==> config.mk <==
export PLATFORM = sky130hd
export DESIGN_NAME = ram_sp_clr
export DESIGN_NICKNAME = d
export VERILOG_FILES = /design/src/rtl/ram_sp_clr.sv
export SDC_FILE = /design/constraint.sdc
export NUM_CORES = 1
export LEC_CHECK = 0
export CAP_MARGIN = 20
export CORE_MARGIN = 8
export CORE_UTILIZATION = 40
export DETAILED_ROUTE_END_ITERATION = 10
export PLACE_DENSITY = 0.61
export SYNTH_ARGS = -nofsm -noshare
export SYNTH_HDL_FRONTEND = slang
export SYNTH_SLANG_ARGS = --single-unit
==> constraint.sdc <==
create_clock -name clk -period 5 [get_ports clk]
set_input_delay 1 -clock clk [delete_from_list [all_inputs] [get_ports clk]]
set_output_delay 1 -clock clk [all_outputs]
set_load 0.005 [all_outputs]
==> src/rtl/ram_sp_clr.sv <==
// Single-port synchronous RAM with a post-reset hardware clear sweep.
// Latency: 1 cycle read and write; ready rises DEPTH enabled cycles after reset.
// No backpressure: requests while ready=0 are dropped, and ce=0 freezes everything.
// Optional feature: define RAM_SP_CLR_PARITY_EN to add a stored even-parity bit per word.
module ram_sp_clr #(
  parameter int              DATA_W    = 16,
  parameter int              ADDR_W    = 6,
  parameter logic [DATA_W-1:0] CLEAR_VAL = '0
) (
  input  logic              clk,
  input  logic              rst,
  input  logic              ce,
  input  logic              enable,
  input  logic              r_w,
  input  logic [ADDR_W-1:0] add,
  input  logic [DATA_W-1:0] data_in,
  output logic [DATA_W-1:0] data_out,
  output logic              data_valid,
  output logic              ready,
  output logic              parity_err
);

  localparam int DEPTH = 1 << ADDR_W;
`ifdef RAM_SP_CLR_PARITY_EN
  localparam int MEM_W = DATA_W + 1;
`else
  localparam int MEM_W = DATA_W;
`endif

  typedef enum logic {CLEAR, RUN} state_t;

  state_t            state_q, state_d;
  logic [ADDR_W-1:0] cnt_q, cnt_d;
  logic [DATA_W-1:0] data_out_q;
  logic              data_valid_q;

  logic              mem_we;
  logic [ADDR_W-1:0] mem_wa;
  logic [MEM_W-1:0]  mem_wd;
  logic              rd_en;

  logic [MEM_W-1:0]  mem [DEPTH];

  // Stored word format: data, plus the even-parity bit on top when enabled.
  function automatic logic [MEM_W-1:0] encode(input logic [DATA_W-1:0] d);
`ifdef RAM_SP_CLR_PARITY_EN
    return {^d, d};
`else
    return d;
`endif
  endfunction

  // Next-state logic: the sweep owns the write port in CLEAR, the user owns it in RUN.
  always_comb begin
    state_d = state_q;
    cnt_d   = cnt_q;
    mem_we  = 1'b0;
    mem_wa  = add;
    mem_wd  = encode(data_in);
    if (ce) begin
      case (state_q)
        CLEAR: begin
          mem_we = 1'b1;
          mem_wa = cnt_q;
          mem_wd = encode(CLEAR_VAL);
          cnt_d  = cnt_q + 1'b1;
          if (&cnt_q) state_d = RUN;
        end
        RUN: begin
          if (enable && r_w) mem_we = 1'b1;
        end
        default: state_d = CLEAR;
      endcase
    end
  end

  assign rd_en = ce & enable & ~r_w & (state_q == RUN);

  // FSM and sweep counter; reset always restarts the sweep at word 0.
  always_ff @(posedge clk) begin
    if (rst) begin
      state_q <= CLEAR;
      cnt_q   <= '0;
    end else begin
      state_q <= state_d;
      cnt_q   <= cnt_d;
    end
  end

  // Storage array; contents survive reset, only the sweep rewrites them.
  always_ff @(posedge clk) begin
    if (!rst && mem_we) mem[mem_wa] <= mem_wd;
  end

  // Registered read port and read strobe; data_out holds when no read is accepted.
  always_ff @(posedge clk) begin
    if (rst) begin
      data_out_q   <= '0;
      data_valid_q <= 1'b0;
    end else begin
      data_valid_q <= rd_en;
      if (rd_en) data_out_q <= mem[add][DATA_W-1:0];
    end
  end

`ifdef RAM_SP_CLR_PARITY_EN
  logic parity_err_q;

  // Parity check: XOR over data and stored parity is 0 for an intact word.
  always_ff @(posedge clk) begin
    if (rst) parity_err_q <= 1'b0;
    else     parity_err_q <= rd_en & (^mem[add]);
  end

  assign parity_err = parity_err_q;
`else
  assign parity_err = 1'b0;
`endif

  assign data_out   = data_out_q;
  assign data_valid = data_valid_q;
  assign ready      = (state_q == RUN);

endmodule

### After elaboration in Yosys (flattened, before gate mapping)

Memory sizes are Yosys's and may differ from the RTL's. A register that Yosys moved wholly into a read port is not among the register bits.
Index checks and enable logic that the tools add are counted.

* bits in registers: 8
* bits in writable memories: 1024
* input port bits: 27
* output and inout port bits: 19
* word-level logic and storage cells: 26
* memories: 1

* $add $sub $neg: 1
* mux-type cells: 11
* bitwise gates (word level): 5
* reduce and logical (&&, ||, !) cells: 5

Memory list
* mem: words 64, width 16, rd ports 1, clocked after Yosys merged registers in 1, write ports 1, line 42 `logic [MEM_W-1:0] mem [DEPTH];`

Operator list (count)
* 16-bit 2-to-1 mux: 2
* 6-bit 2-to-1 mux: 2
* 6-bit by 1-bit adder with 6-bit output, second input constant: 1
* 1-bit 2-to-1 mux: 6
* 6-bit AND reduction: 1
* 1-bit bitwise AND: 3
* 1-bit logical AND: 2
* 1-bit NOT: 2
* 1-bit one-hot mux with 2 select lines: 1
* 2-bit AND reduction: 1
* 1-bit zero test: 1

### Longest topological paths before layout

* depth in word-level cells: 7
* depth in mapped cells: 9
* depth with buffers taken out: 5

### Worst setup path before layout

Ideal clock, no wire load.

* kind: input port to flip-flop
* start: input port add[2]
* end: memory mem[16][0] (netlist bit) (enable)
* setup time: 0.388 ns
* arrival: 3.108 ns
* required time: 4.612 ns
* path slack: 1.503 ns
* stages on the path: 8
* buffers on the path: 4
* path through: buf_2 > buf_6 > buf_2 > buf_1 > or3_1 > o31ai_1 > nand2_1 > nor2_1

* longest elaborated chain between the ends: 2

RTL lines
* start, declared: line 15 `input logic [ADDR_W-1:0] add,`
* 6-bit 2-to-1 mux: line 61 `case (state_q)`
* 6-bit 2-to-1 mux *: line 60 `if (ce) begin`
* end, declared: line 42

Every way passes the cells marked *; elsewhere a longest branch is shown, timed or not.

==> flow_metrics.env <==
export IMPL_synthesis_area_mm2=0.0408
export IMPL_hold_path_class="flip-flop to flip-flop"
export IMPL_power_frac_seq_pct=53.3
export IMPL_p_sw_mw=3.82
export IMPL_wl_per_cell_um=27.0
export IMPL_finish_utilization_pct=46.2
export IMPL_syn_area_per_cell_um2=18.7
export IMPL_clock_latency_ns=0.69
export IMPL_tightest_slew_ns=1.10
export IMPL_tritoncts="built"
export IMPL_yosys_warnings=0
export IMPL_holdPathEnd="cnt_q[5]"
export IMPL_die_y_um=335
export IMPL_fp_row_count=117
export IMPL_power_internal_mw=14.3
export IMPL_period_minus_slack_ns=4.13
export IMPL_crit_type="primary input to flip-flop"
export IMPL_holdPathStages=2
export IMPL_core_mm2=0.101
export IMPL_path_clk_slew_ns=0.06
export IMPL_dpl_hpwl_mm=63.9
export IMPL_fp_dieW_um=335
export IMPL_ff2ff_setup_slack_ns=2.08
export IMPL_final_antenna_net_count=0
export IMPL_route_detailed_drc=0
export IMPL_cts_resized=0
export IMPL_place_ws_ns=0.293
export IMPL_nFillCells=8364
export IMPL_cp_max_fo=16
export IMPL_end_kind="flip-flop"
export IMPL_grt_pass1_vias=20897
export IMPL_ff2ff_path_depth=5
export IMPL_p_sw_share_pct=21.0
export IMPL_status="finished, final reports clean"
export IMPL_cts_setup_buffers=0
export IMPL_worst_slack_ns=0.873
export IMPL_slew_headroom_pct=26.4
export IMPL_crit_required_ns=5.57
export IMPL_hp_start="cnt_q[5]"
export IMPL_wl_mm=102
export IMPL_dr_pass1_iters=5
export IMPL_cts_buffers=102
export IMPL_drtIter0Drc=2422
export IMPL_die_area_mm2=0.112
export IMPL_regToRegStartpoint="ready"
export IMPL_clockRootBuffer="clkbuf_16"
export IMPL_async_flop_share_pct=0
export IMPL_yosys_most_used_dff="edfxtp_1"
export IMPL_gr_usage_all_layers_pct=17.9
export IMPL_ir_drop_v=0.000254
export IMPL_fin_tns_setup_ns=0
export IMPL_num_vias=21291
export IMPL_netlist_instances=2178
export IMPL_hold_viol_final=0
export IMPL_synth_seq_cells=1048
export IMPL_numClockSinks=1048
export IMPL_cts_buffer_depth=3
export IMPL_via_per_inst=5.62
export IMPL_combPwrFrac_pct=4.5
export IMPL_r2r_end="mem[5][11]"
export IMPL_drive_above_1_share_pct=17.1
export IMPL_drv_slew=0
export IMPL_antenna_found_initial=9
export IMPL_io_pins=46
export IMPL_fmax_ghz=0.242
export IMPL_ys_types=51
export IMPL_arrival_ns=4.69
export IMPL_rsz0062_at_grt="false"
export IMPL_grt_overflow=0
export IMPL_grt_pass1_wl_mm=148
export IMPL_leakagePower_nw=15.7
export IMPL_clock_skew_ns=0.0444
export IMPL_seq_area_frac_synth_pct=76.6
export IMPL_cts_hold_buf=0
export IMPL_numPortBuffers=44
export IMPL_final_period_utilization_pct=82.5
export IMPL_synth_nets=2206
export IMPL_start_util_pct=40.2
export IMPL_grt_max_degree=65
export IMPL_area_growth_pct=15.0
export IMPL_nets=2355
export IMPL_globalplace_congestion=0.854
export IMPL_power_density_mw_per_mm2=386
export IMPL_h_tree_depth=3
export IMPL_clkPwrFrac_pct=42.2
export IMPL_maxCapViolCount=0
export IMPL_setup_viol=0
export IMPL_synth_edf_count=1024
export IMPL_start_kind="primary input"
## routing by layer
metal	share of wire, %	GRT usage (%)	wire length (um)	up-vias
met1	43	25.7	44100	11094
met5	0	0	0	-
met4	3.0	5.66	3030	0
li1	-	-	-	9165
met2	46	27.3	46700	882
met3	8.4	3.81	8590	150
## final cells by class
cell class	count	area [um2]	share of cell area, %
sequential	1048	31200	66.6
antenna	7	17.5	0.0373
multi-input combinational	1000	8950	19.1
inverter	2	7.51	0.0160
clock inverter	55	633	1.35
tap	1368	1710	3.65
timing repair buffer	173	1640	3.49
clock buffer	136	2720	5.80
## critical path, stage by stage
cell,delay (ns)
clkdlybuf4s50_1,1.06
nand4bb_1,0.76
o22ai_1,0.32
o41ai_1,0.93
nand2_1,0.10
or4_1,0.50
## registers in the layout (all words and copies together) (netlist names)
signal      cells
mem          1024
data_out       16
cnt_q           6
data_valid      1
ready           1
## synth_stat cells (2+ instances only)
cell type  count  area (um2)
nand2_1      122         458
clkbuf_1      43         161
and3b_1        2        17.5
mux4_2        93        2090
edfxtp_1    1024       30700
nand4_1        3        18.8
a31oi_1       16         100
inv_1          2        7.51
and2_1        17         106
nor2_1        78         293
xor2_1         3        26.3
a22oi_1       96         721
nand3b_1       2        15.0
mux4_1         3        78.8
buf_2         59         295
o21ai_0        7        35.0
nor2b_1        5        31.3
nand3_1       35         175
a221oi_2      10         150
dfxtp_1       24         480
mux2i_1      323        3230
nand4b_2       2        30.0
or4_1         16         120
o41ai_1       16         140
or3_1          3        18.8
buf_1         11        41.3
nand2b_1       7        43.8
buf_4          4        30.0
a22o_1        16         140
nor3b_1        2        15.0
buf_12         2        40.0
buf_6          9         101
a221oi_1       6        52.6
o22ai_1       80         500
o21a_1         3        22.5
nand4bb_1      2        22.5
a21oi_1       18        90.1
## layout by cell type (no fill, tap or decap), types with 6 or more instances in the layout
cell type and n:
mux2i_1 323, a22oi_1 96, clkbuf_1 30, o41ai_1 16, nand3_1 35, and2_2 17, edfxtp_1 1024, buf_4 111
a22o_1 16, a221oi_2 10, clkinv_2 14, bufinv_16 10, or4_1 16, o21ai_0 7, a31oi_1 16, mux4_2 93
nor2_1 76, buf_12 18, clkinv_1 15, a21oi_1 18, nand2b_1 6, clkdlybuf4s50_1 41, nand2_1 122, dfxtp_1 24
diode_2 7, a221oi_1 6, clkbuf_16 102, o22ai_1 80
## power groups by stage
| stage | combinational (mW) | clock [mW] | sequential (mW) |
|---|---|---|---|
| final | 0.808 | 7.65 | 9.66 |
| after global routing | 0.857 | 8.08 | 9.66 |
| after CTS | 0.810 | 7.77 | 9.66 |
| after detailed placement | 0.809 | 0 | 9.85 |
| after global placement | 0.790 | 0 | 9.85 |
| after floorplan | 0.492 | 0 | 9.85 |
## logic make-up after synthesis
family | after synthesis | share of synthesized area, %
AOI/OAI and AO/OA | 271 | 4.85
xor gates and xnor gates | 4 | 0.0859
adders and majority gates | 1 | 0.0307
buffers and inverters | 130 | 1.66
DFF | 1048 | 76.6
muxes | 420 | 13.3
other | 1 | 0.00919
and+or+nand+nor | 303 | 3.54
## worst max-delay path by stage
stage / startpoint / end / slack, ns / cells past startpoint
after detailed placement: add[5] / data_out[8] / 0.29 / 6
final: add[5] / data_out[8] / 0.87 / 6
after global placement: add[0] / data_out[8] / 0.31 / 7
after floorplan: add[2] / mem[16][0] / 1.50 / 8
after CTS: add[5] / data_out[8] / 1.02 / 6
after global routing: add[1] / data_out[8] / 0.81 / 6
## metrics by stage
stage,area (um2),total power [mW],hold slack (ns),cells
floorplan,40800,10.3,0.484,2178
global placement,43500,10.6,0.522,3590
detailed placement,43500,10.7,0.531,3591
CTS,46900,18.2,0.543,3782
global route,46900,18.6,0.590,3782
finish,46900,18.1,0.547,3789
Note: power is estimated with default switching activity, not from simulation.
==> RTL change 1: new RTL, same flow settings <==
Set the parameter `DATA_W` to 18 (it was 16).
--- a/src/rtl/ram_sp_clr.sv
+++ b/src/rtl/ram_sp_clr.sv
@@ -5,3 +5,3 @@
 module ram_sp_clr #(
-  parameter int              DATA_W    = 16,
+  parameter int              DATA_W    = 18,
   parameter int              ADDR_W    = 6,
Interface: changed (resized data_in and data_out); port bits go from 46 to 50. No check against the original RTL was run, so the function may have changed too.
==> RTL change 1 against the original RTL <==
Cell area grew 11%. Largest cell class unchanged. Power grew 10%. Synthesized area grew 12%. Critical endpoint is now data_out[4]. Maximum frequency grew 4.6%. Setup slack gained 180 ps. Sequential cell count grew 130. Routed wire length grew 9.5%. Critical path type unchanged.
==> RTL change 1: results (changes against the original RTL) <==
[status]
status = complete, no violations

[clock_tree]
cts_buffers = 111  ; +8.8%

[global_route]
grt_use_met2_pct = 26.6  ; -0.75 points
grt_max_degree = 105  ; +62%
groute.layer.met1.usage_pct = 24.7  ; -0.92 points
grt_use_total_pct = 17.4  ; -0.50 points
grt_first_pass_wirelength_mm = 163  ; +10%
grt_use_met3_pct = 3.74  ; -0.070 points
grt_antenna_before_repair = 5  ; -4
grt_pass1_vias = 23482  ; +12%

[cells_and_area]
clkbuf_count = 159  ; +17%
multi_input_comb_cells = 1054  ; +5.4%
largest_reg_flops = 1152  ; +13%
drive_gt1_share_pct = 16.8  ; -0.29 points
seq_cells = 1178  ; +12%
nNetsFinal = 2564  ; +8.9%
sh_seq_area_pct = 67.2  ; +0.65 points
fillers = 9479  ; +13%
instances_no_fill = 4137  ; +9.2%
multi_input_area_share_pct = 19.0  ; -0.12 points
clk_share_pct = 6.80  ; -0.35 points

[yosys]
ys_types = 60  ; +18%
synth_mux_area_share_pct = 13.2  ; -0.034 points
ys_seq_area_share_pct = 76.9  ; +0.31 points
ys_top_cells_by_area = edfxtp_1 76%, mux2i_1 7.6%, mux4_2 4.2%
synth_edf_count = 1152  ; +13%
synth-adder-area-share_pct = 0.0274  ; -0.0033 points
synth_common_cells = 1152 x edfxtp_1, 345 x mux2i_1, 89 x nor2_1

[setup_path]
slowest_stage = nand4b_1
critPathArrivalTime_ps = 4500  ; -190 ps
cp_max_fo = 18  ; +2
max_stage_delay_ps = 980  ; -80 ps

[detailed_routing]
drt_iter0_drc = 2434  ; +0.50%
top_layer = met5
dr_wl_met2_mm = 51.2  ; +9.8%
dr_wl_met3_mm = 9.22  ; +7.3%

[placement]
io_buffers = 48  ; +9.1%
dp_hpwl_mm = 68.1  ; +6.6%

[power]
peakVddDrop_mv = 0.327  ; +29%
p_leak_nw = 17.3  ; +10%

[sta]
slew_headroom_pct = 24.7  ; -1.7 points
skew_ps = 20.0  ; -24.4 ps

==> RTL change 1: through the flow <==
step | setup slack, ps | hold WS, ps | area, µm² | power, mW
finish | 1050 | 536 | 52200 | 20.0
global route | 1030 | 566 | 52200 | 20.5
CTS | 942 | 549 | 52200 | 20.1
detailed placement | 187 | 533 | 48700 | 12.0
global placement | 431 | 535 | 48700 | 11.9
floorplan | 1350 | 484 | 45700 | 11.6
==> RTL change 1: path summary, 6_finish.rpt <==
check | from | to | slack, ps | cells after the start
worst min-delay path | data_out[6] | data_out[6] | 540 | 2
worst max-delay path | add[5] | data_out[4] | 1050 | 6
worst min register to register | data_out[6] | data_out[6] | 540 | 2
worst max register to register | ready | mem[6][17] | 1890 | 6
==> RTL change 1: report_power, final <==
group | switching [mW] | total (mW) | internal, mW
clock | 3.47 | 8.20 | 4.73
sequential | 0.00808 | 10.9 | 10.9
combinational | 0.592 | 0.893 | 0.301
total | 4.07 | 20.0 | 15.9
==> RTL change 2: new RTL, same flow settings <==
Made on the original files. The option `RAM_SP_CLR_PARITY_EN` is turned on by a define.
--- a/src/rtl/ram_sp_clr.sv
+++ b/src/rtl/ram_sp_clr.sv
@@ -4,2 +4,4 @@
 // Optional feature: define RAM_SP_CLR_PARITY_EN to add a stored even-parity bit per word.
+`define RAM_SP_CLR_PARITY_EN
+
 module ram_sp_clr #(
Formal check against the unedited RTL: no difference found for any inputs over 4 cycles, from zero or initial values and one cycle with rst high; that may be too few to reach the edited logic, so the function may still have changed.
==> RTL change 2 against the original RTL <==
Power grew 9.9%. Via count increased by 1.9%. Register-to-register slack worse by 630 ps. Critical path type unchanged. Highest routed layer is now met5. Count of clock-buffer cells in the layout grew 3. Critical endpoint is now parity_err. Sequential cell count rose by 65. Core utilization rose by 0.63 points. Sequential share of layout area decreased by 0.65 points. Routed wire length up 12%. Cell area grew 7.3%. Synthesized area is 6.3% higher. Maximum frequency shrank 3.4%. Die area increased by 6.0%. Setup slack worse by 150 ps.
==> RTL change 2: results (changes against the original RTL) <==
[status]
status = complete, no violations

[detailed_routing]
dr_wl_met3_mm = 11.3  ; +31%
dr_wl_met2_mm = 53.1  ; +14%
top_layer = met5
num_vias = 21700  ; +1.9%
met1Wirelength_mm = 46.8  ; +6.1%
wl_mm = 115  ; +12%
drt_iter0_drc = 2798  ; +16%

[yosys]
synth_cells = 1986  ; -8.8%
syn-num-nets = 2014  ; -8.7%
ys_seq_area_share_pct = 76.5  ; about the same
ys_types = 61  ; +20%
synth_edf_count = 1088  ; +6.3%
synth_common_cells = 1088 x edfxtp_1, 296 x mux4_2, 115 x nor2_1

[power]
p_leak_nw = 16.0  ; +2.2%

[global_route]
grt_use_total_pct = 18.9  ; +1.0 points
grt_use_met3_pct = 5.48  ; +1.7 points
grt_antenna_before_repair = 8  ; -1
groute.layer.met1.usage_pct = 26.1  ; +0.48 points
grt_use_met2_pct = 29.3  ; +2.0 points

[sta]
worst_slew_pin_slew_ps = 1160  ; +52.7 ps
skew_ps = 17.3  ; -27.1 ps

[cells_and_area]
largest_reg_flops = 1088  ; +6.3%
fillers = 8679  ; +3.8%
nNetsFinal = 2243  ; -4.8%
instances_no_fill = 3712  ; -2.0%

[placement]
dp_hpwl_mm = 71.6  ; +12%
placedInstanceArea_um2 = 46600  ; +7.0%
io_buffers = 45  ; +2.3%
routabilityCongestion = 0.976  ; +14%
dpl.cell_count = 3500  ; -2.5%

[clock_tree]
cts.path.max_buffers = 3  ; unchanged
cts_resized = 0  ; unchanged

[setup_path]
cp_max_fo = 28  ; +12

## RTL change 2: final timing paths
| check | from | end | slack [ps] | depth (start not counted) |
|---|---|---|---|---|
| max | add[0] | parity_err | 730 | 13 |
| min | data_out[9] | data_out[9] | 460 | 2 |
| max reg2reg | mem[15][7] | parity_err | 1450 | 8 |
| min reg2reg | data_out[9] | data_out[9] | 460 | 2 |
## RTL change 2: per-stage QoR
stage | setup WS, ps | power (mW)
after floorplan | 734 | 11.3
after global placement | 157 | 11.8
after detailed placement | 149 | 11.8
after CTS | 883 | 20.0
after global routing | 560 | 20.5
final | 726 | 19.9
## RTL change 2: cell type report
class	instances	share of cell area, %
diodes	1	0.00497
clock buffers	139	5.79
clock inverters	66	1.38
inverters	7	0.0547
multi-input cells	766	19.2
flip-flops and latches	1113	65.9
well taps	1403	3.49
repair buffers	217	4.13
## RTL change 2: power breakdown
| part | total, mW | switching, mW | internal (mW) |
|---|---|---|---|
| Clock | 8.27 | 3.47 | 4.80 |
| Sequential | 10.3 | 0.00751 | 10.3 |
| Combinational | 1.31 | 0.793 | 0.517 |
| Total | 19.9 | 4.27 | 15.6 |
## RTL change 2: cell families after synthesis
kind of cell | after synthesis | share of synthesized area, %
xor+xnor | 31 | 0.785
fa+ha+maj | 1 | 0.0289
buf+inv | 107 | 1.52
flops | 1113 | 76.5
compound gates | 123 | 1.94
mux | 343 | 16.5
simple gates | 268 | 2.71
## RTL change 2: critical path: stages
cell     delay (ps)
buf_8           290
buf_4           280
buf_12          200
buf_12          260
mux2i_1         110
a221o_1         380
a21oi_1         570
a21oi_1         100
a31oi_1         690
xor2_1          220
xnor3_1         260
xnor3_1         350
nor3_2          120
